==> src/rtl/video_window_crop.sv <==
// Crops a vs/de/data pixel stream to a configurable rectangular window ahead of
// the frame buffer write path, and reports per-frame window line counts.
module video_window_crop #(
  parameter int VID_WIDTH = 16,
  parameter int CNT_WIDTH = 11
) (
  input  logic                 clk,
  input  logic                 rst,
  input  logic                 i_vs,
  input  logic                 i_de,
  input  logic [VID_WIDTH-1:0] vin,
  input  logic [CNT_WIDTH-1:0] x_start,
  input  logic [CNT_WIDTH-1:0] y_start,
  input  logic [CNT_WIDTH-1:0] win_w,
  input  logic [CNT_WIDTH-1:0] win_h,
  output logic                 o_vs,
  output logic                 o_de,
  output logic [VID_WIDTH-1:0] vout,
  output logic                 frame_done,
  output logic                 frame_err,
  output logic [CNT_WIDTH-1:0] last_lines
);

  typedef enum logic {WAIT_VS, ACTIVE} state_t;

  localparam logic [CNT_WIDTH-1:0] CNT_MAX = '1;
  localparam logic [CNT_WIDTH-1:0] CNT_ONE = 1;

  state_t               state_q, state_d;
  logic                 i_vs_d_q, i_de_d_q;
  logic [CNT_WIDTH-1:0] xs_q, ys_q, ww_q, wh_q;
  logic [CNT_WIDTH-1:0] xs_d, ys_d, ww_d, wh_d;
  logic [CNT_WIDTH-1:0] x_cnt_q, x_cnt_d, y_cnt_q, y_cnt_d;
  logic [CNT_WIDTH-1:0] line_out_q, line_out_d, line_out_inc;
  logic                 line_hit_q, line_hit_d;
  logic [CNT_WIDTH-1:0] last_lines_q, last_lines_d;
  logic                 frame_done_q, frame_done_d, frame_err_q, frame_err_d;
  logic                 o_vs_q, o_vs_d, o_de_q, o_de_d;
  logic [VID_WIDTH-1:0] vout_q, vout_d;

  logic                 vs_rise, de_fall, in_win;
  logic [CNT_WIDTH:0]   x_end, y_end;

  always_comb begin
    vs_rise = i_vs & ~i_vs_d_q;
    de_fall = ~i_de & i_de_d_q;
    // One extra bit so start+size never wraps back into range
    x_end   = {1'b0, xs_q} + {1'b0, ww_q};
    y_end   = {1'b0, ys_q} + {1'b0, wh_q};
    in_win  = (x_cnt_q >= xs_q) && ({1'b0, x_cnt_q} < x_end) &&
              (y_cnt_q >= ys_q) && ({1'b0, y_cnt_q} < y_end);
    line_out_inc = line_out_q;
    if (de_fall && line_hit_q && (line_out_q != CNT_MAX)) begin
      line_out_inc = line_out_q + CNT_ONE;
    end
  end

  always_comb begin
    state_d      = state_q;
    xs_d         = xs_q;
    ys_d         = ys_q;
    ww_d         = ww_q;
    wh_d         = wh_q;
    x_cnt_d      = x_cnt_q;
    y_cnt_d      = y_cnt_q;
    line_hit_d   = line_hit_q;
    line_out_d   = line_out_inc;
    last_lines_d = last_lines_q;
    frame_done_d = 1'b0;
    frame_err_d  = 1'b0;

    if (i_de) begin
      if (x_cnt_q != CNT_MAX) x_cnt_d = x_cnt_q + CNT_ONE;
      if (in_win) line_hit_d = 1'b1;
    end else if (de_fall) begin
      x_cnt_d    = '0;
      line_hit_d = 1'b0;
      if (y_cnt_q != CNT_MAX) y_cnt_d = y_cnt_q + CNT_ONE;
    end

    // Frame boundary: evaluate the finished frame (including a coincident
    // line end), then restart counting with freshly latched geometry.
    if (vs_rise) begin
      if (state_q == ACTIVE) begin
        frame_done_d = 1'b1;
        last_lines_d = line_out_inc;
        frame_err_d  = (line_out_inc != wh_q);
      end
      xs_d       = x_start;
      ys_d       = y_start;
      ww_d       = win_w;
      wh_d       = win_h;
      x_cnt_d    = '0;
      y_cnt_d    = '0;
      line_out_d = '0;
      line_hit_d = 1'b0;
      state_d    = ACTIVE;
    end

    o_de_d = i_de & in_win & (state_q == ACTIVE);
    vout_d = i_de ? vin : vout_q;
    o_vs_d = i_vs;
  end

  always_ff @(posedge clk) begin
    if (rst) begin
      state_q      <= WAIT_VS;
      i_vs_d_q     <= 1'b0;
      i_de_d_q     <= 1'b0;
      xs_q         <= '0;
      ys_q         <= '0;
      ww_q         <= '0;
      wh_q         <= '0;
      x_cnt_q      <= '0;
      y_cnt_q      <= '0;
      line_out_q   <= '0;
      line_hit_q   <= 1'b0;
      last_lines_q <= '0;
      frame_done_q <= 1'b0;
      frame_err_q  <= 1'b0;
      o_vs_q       <= 1'b0;
      o_de_q       <= 1'b0;
      vout_q       <= '0;
    end else begin
      state_q      <= state_d;
      i_vs_d_q     <= i_vs;
      i_de_d_q     <= i_de;
      xs_q         <= xs_d;
      ys_q         <= ys_d;
      ww_q         <= ww_d;
      wh_q         <= wh_d;
      x_cnt_q      <= x_cnt_d;
      y_cnt_q      <= y_cnt_d;
      line_out_q   <= line_out_d;
      line_hit_q   <= line_hit_d;
      last_lines_q <= last_lines_d;
      frame_done_q <= frame_done_d;
      frame_err_q  <= frame_err_d;
      o_vs_q       <= o_vs_d;
      o_de_q       <= o_de_d;
      vout_q       <= vout_d;
    end
  end

  assign o_vs       = o_vs_q;
  assign o_de       = o_de_q;
  assign vout       = vout_q;
  assign frame_done = frame_done_q;
  assign frame_err  = frame_err_q;
  assign last_lines = last_lines_q;

endmodule
==> config.mk <==
export PLATFORM = sky130hd
export DESIGN_NAME = video_window_crop
export DESIGN_NICKNAME = d
export VERILOG_FILES = /design/src/rtl/video_window_crop.sv
export SDC_FILE = /design/constraint.sdc
export NUM_CORES = 1
export LEC_CHECK = 0
export ABC_AREA = 0
export BUFFER_PORTS_ARGS = -buffer_cell sky130_fd_sc_hd__buf_2
export CORE_MARGIN = 3
export CORE_UTILIZATION = 52
export CTS_BUF_LIST = sky130_fd_sc_hd__clkbuf_16
export DETAILED_ROUTE_END_ITERATION = 7
export GPL_ROUTABILITY_DRIVEN = 0
export PLACE_DENSITY = 0.75
export SETUP_SLACK_MARGIN = 0.3
export SYNTH_ARGS = -nofsm -noshare
export SYNTH_HDL_FRONTEND = slang
export SYNTH_SLANG_ARGS = --single-unit
==> constraint.sdc <==
create_clock -name clk -period 3.25 [get_ports clk]
set_input_delay 0.1625 -clock clk [delete_from_list [all_inputs] [get_ports clk]]
set_output_delay 0.1625 -clock clk [all_outputs]
set_load 0.01 [all_outputs]
==> flow_summary.yaml <==
worst_setup_path:
  r2r_start: "xs_q[0]"
  worst-setup-path-type: "reg -> reg"
  worst-r2r-setup-slack_ns: 0.12
  worstSetupStartpoint: "xs_q[0]"
  start_kind: "register"
  crit_chain: "ha_4, fa_2, a21o_1, a21o_1, a21oi_2, o21ai_2, a21o_1, xnor2_1, ha_2, or4_1, a21oi_1, o31a_1, o32ai_2, o21ai_1"
  ff2ff_path_depth: 14
  crit_path_max_incr_delay_ns: 0.51
  worstSetupEndpoint: "line_hit_q"
  required_ns: 3.53
  crit_slowest_cell: "or4_1"
  cpMostUsedCell: "a21o_1"
  reg2reg_to: "line_hit_q"
  crit_fanout: 2
  cp.arrival_ns: 3.42
  worstSetupEndpointType: "register"
cts:
  cts_max_level: 3
  cts_buffers: 9
  clock_tree.root_cell: "clkbuf_16"
  cts_buffer_depth: 2
  clkLatencyLatePin_ns: 0.35
  cts_tree: "done"
  cts_sinks: 111
  clk_pin_slew_ns: 0.07
sta:
  skew_ns: 0.00844
  fin_tns_setup_ns: 0
  hold_viol: 0
  fmax_mhz: 319
  worstMarginPinSlew_ns: 0.963
  setup_viol: 0
  maxSlewHeadroom: 0.357
  rsz0062_at_grt: "yes"
  period_needed_ns: 3.13
  slew_viol_final: 0
  fin_crit_sh: 0.964
finish:
  mostFrequentLayoutCell: "dfxtp_1"
  syn2layout_area_growth_pct: 17.8
  drive_gt1_frac: 0.194
  nets: 914
  layout_common_cells: "dfxtp_1, buf_2, nor2_1"
  fillers: 991
  final_util: 0.634
  antenna_cells: 0
  fin_cells: 928
placement:
  io_buffers: 94
  dp_hpwl_microns: 11800
  dpl.cell_count: 900
logic_synthesis:
  synthArstFlopShare: 0
  synth_ff_type: "dfxtp_1"
  synthesis.area_sq_mm: 0.00619
  ys_seq_elements: 111
  synth_cell_types: 64
  syn_avg_cell_area_sq_um: 9.04
  synth-seq-area-share: 0.359
  yosys_warnings: 0
  syn_nets: 818
  synth_edf_count: 0
  synthCells: 685
power:
  powerDensity_mw_per_mm2: 422
  ir_worst_vdd_mv: 0.304
  power_leakage_nw: 3.27
floorplan:
  initial_utilization: 0.538
  core_area_sq_mm: 0.0115
  die_w_microns: 115
  ioPinCount: 95
  die-area_sq_mm: 0.0133
  row_count: 39
  fp.dieH_microns: 115
detailed_routing:
  dr.pass1.iters: 4
  routed_via_density: 5.85
  vias: 5430
  ant_nets: 0
  routed_wl_microns: 15400
  first_iter_violations: 219
  wl_per_cell_microns: 16.6
  drc_errors: 0
grt:
  grt.overflow.total: 0
  grt_start_max_net_pins: 45
  grt_pass1_wl_microns: 25500
  grt_pass1_vias: 5380
  grt_use_total: 0.239
  antenna_found_initial: 0
flow_run:
  max_cap_viol_count: 0
min_path:
  hold_class: "in -> reg"
outcome:
  outcome: "complete, no violations"
[cells in the mapped netlist, types with 3 or more instances]
master	number	area [sq um]
xnor2_1	20	175
inv_1	34	128
nand3_1	15	75.1
a211oi_1	15	113
and3_1	10	62.6
o2111ai_1	3	26.3
and2_1	6	37.5
a21oi_1	28	140
and4_1	6	52.6
nand2b_1	14	87.6
nand2_1	44	165
o31a_1	3	26.3
o21a_1	5	37.5
nor2_1	75	282
a311oi_1	3	26.3
dfxtp_1	111	2220
a31oi_1	8	50.1
a22o_1	23	201
clkbuf_1	19	71.3
nor2b_1	11	68.8
o211ai_1	3	22.5
o21ai_0	40	200
a21o_1	13	97.6
nand4_1	8	50.1
nor3_1	7	35.0
ha_1	67	838
xor2_1	25	219
buf_2	3	15.0
mux2i_1	19	190
[worst min-delay path by stage]
stage               endpoint       start  cells past startpoint
global placement     xs_q[8]  x_start[8]                      3
CTS                  ww_q[7]    win_w[7]                      2
global route         ww_q[7]    win_w[7]                      2
floorplan            wh_q[1]    win_h[1]                      2
finish               xs_q[6]  x_start[6]                      3
detailed placement   xs_q[5]  x_start[5]                      3
[layout make-up]
type / count / area, sq um / area share
multi-input combinational: 515 / 3850 / 0.528
sequential: 111 / 2230 / 0.306
timing repair buffer: 110 / 603 / 0.0826
clock buffer: 9 / 225 / 0.0309
tap: 143 / 179 / 0.0245
inverter: 34 / 128 / 0.0175
clock inverter: 6 / 77.6 / 0.0106
[through the flow]
step	instance area [sq um]	hold slack [ns]	worst slack, ns	total power (W)
3_3_place_gp	6790	0.360	0.0728	0.00192
6_report	7300	0.0135	0.117	0.00308
3_5_place_dp	6790	0.363	-0.0630	0.00194
5_1_grt	7300	0.00904	-0.0768	0.00322
2_1_floorplan	6210	0.271	0.305	0.00179
4_1_cts	7260	0.00114	0.121	0.00310
[flip-flops by register name (all words and copies together), names as in the netlist, 11 cells and up]
| name | cells |
|---|---|
| ww_q | 11 |
| wh_q | 11 |
| last_lines | 11 |
| xs_q | 11 |
| vout | 16 |
| line_out_q | 11 |
| y_cnt_q | 11 |
| ys_q | 11 |
| x_cnt_q | 11 |
[critical path, delay by kind of cell, from the launching register on]
| kind | cells | cell delay (ns) |
|---|---|---|
| compound gates | 9 | 1.37 |
| fa+ha+maj | 3 | 0.69 |
| simple gates | 1 | 0.51 |
| flops | 1 | 0.35 |
| xor+xnor | 1 | 0.14 |
[timing repair]
item,CTS,global route
cloned,0,0
hold buffers,5,0
buffers inserted,7,1
hold endpoints to repair,5,0
setup endpoints to repair,2,2
resized for setup,19,4
pin swaps,12,5
[logic make-up (layout without fill, tap and decap cells)]
logic type | Yosys count | count (layout) | synth area share
buffers and inverters | 59 | 159 | 0.0370
flip-flops | 111 | 111 | 0.359
AO/OA/AOI/OAI | 170 | 170 | 0.193
multiplexers | 19 | 19 | 0.0307
adder cells (fa/ha/maj) | 69 | 69 | 0.142
XOR/XNOR | 46 | 46 | 0.0673
AND/OR/NAND/NOR | 211 | 211 | 0.171
[report_power, final]
| group | switching, W | internal, W |
|---|---|---|
| Combinational | 0.000257 | 0.000219 |
| Sequential | 0.0000450 | 0.00142 |
| Clock | 0.000479 | 0.000663 |
[per-layer routing]
layer	part of all wire	track usage
met5	0	0
met4	0.019	0.0720
met3	0.055	0.0653
met2	0.50	0.402
met1	0.43	0.300
(Power assumes the default switching activity.)
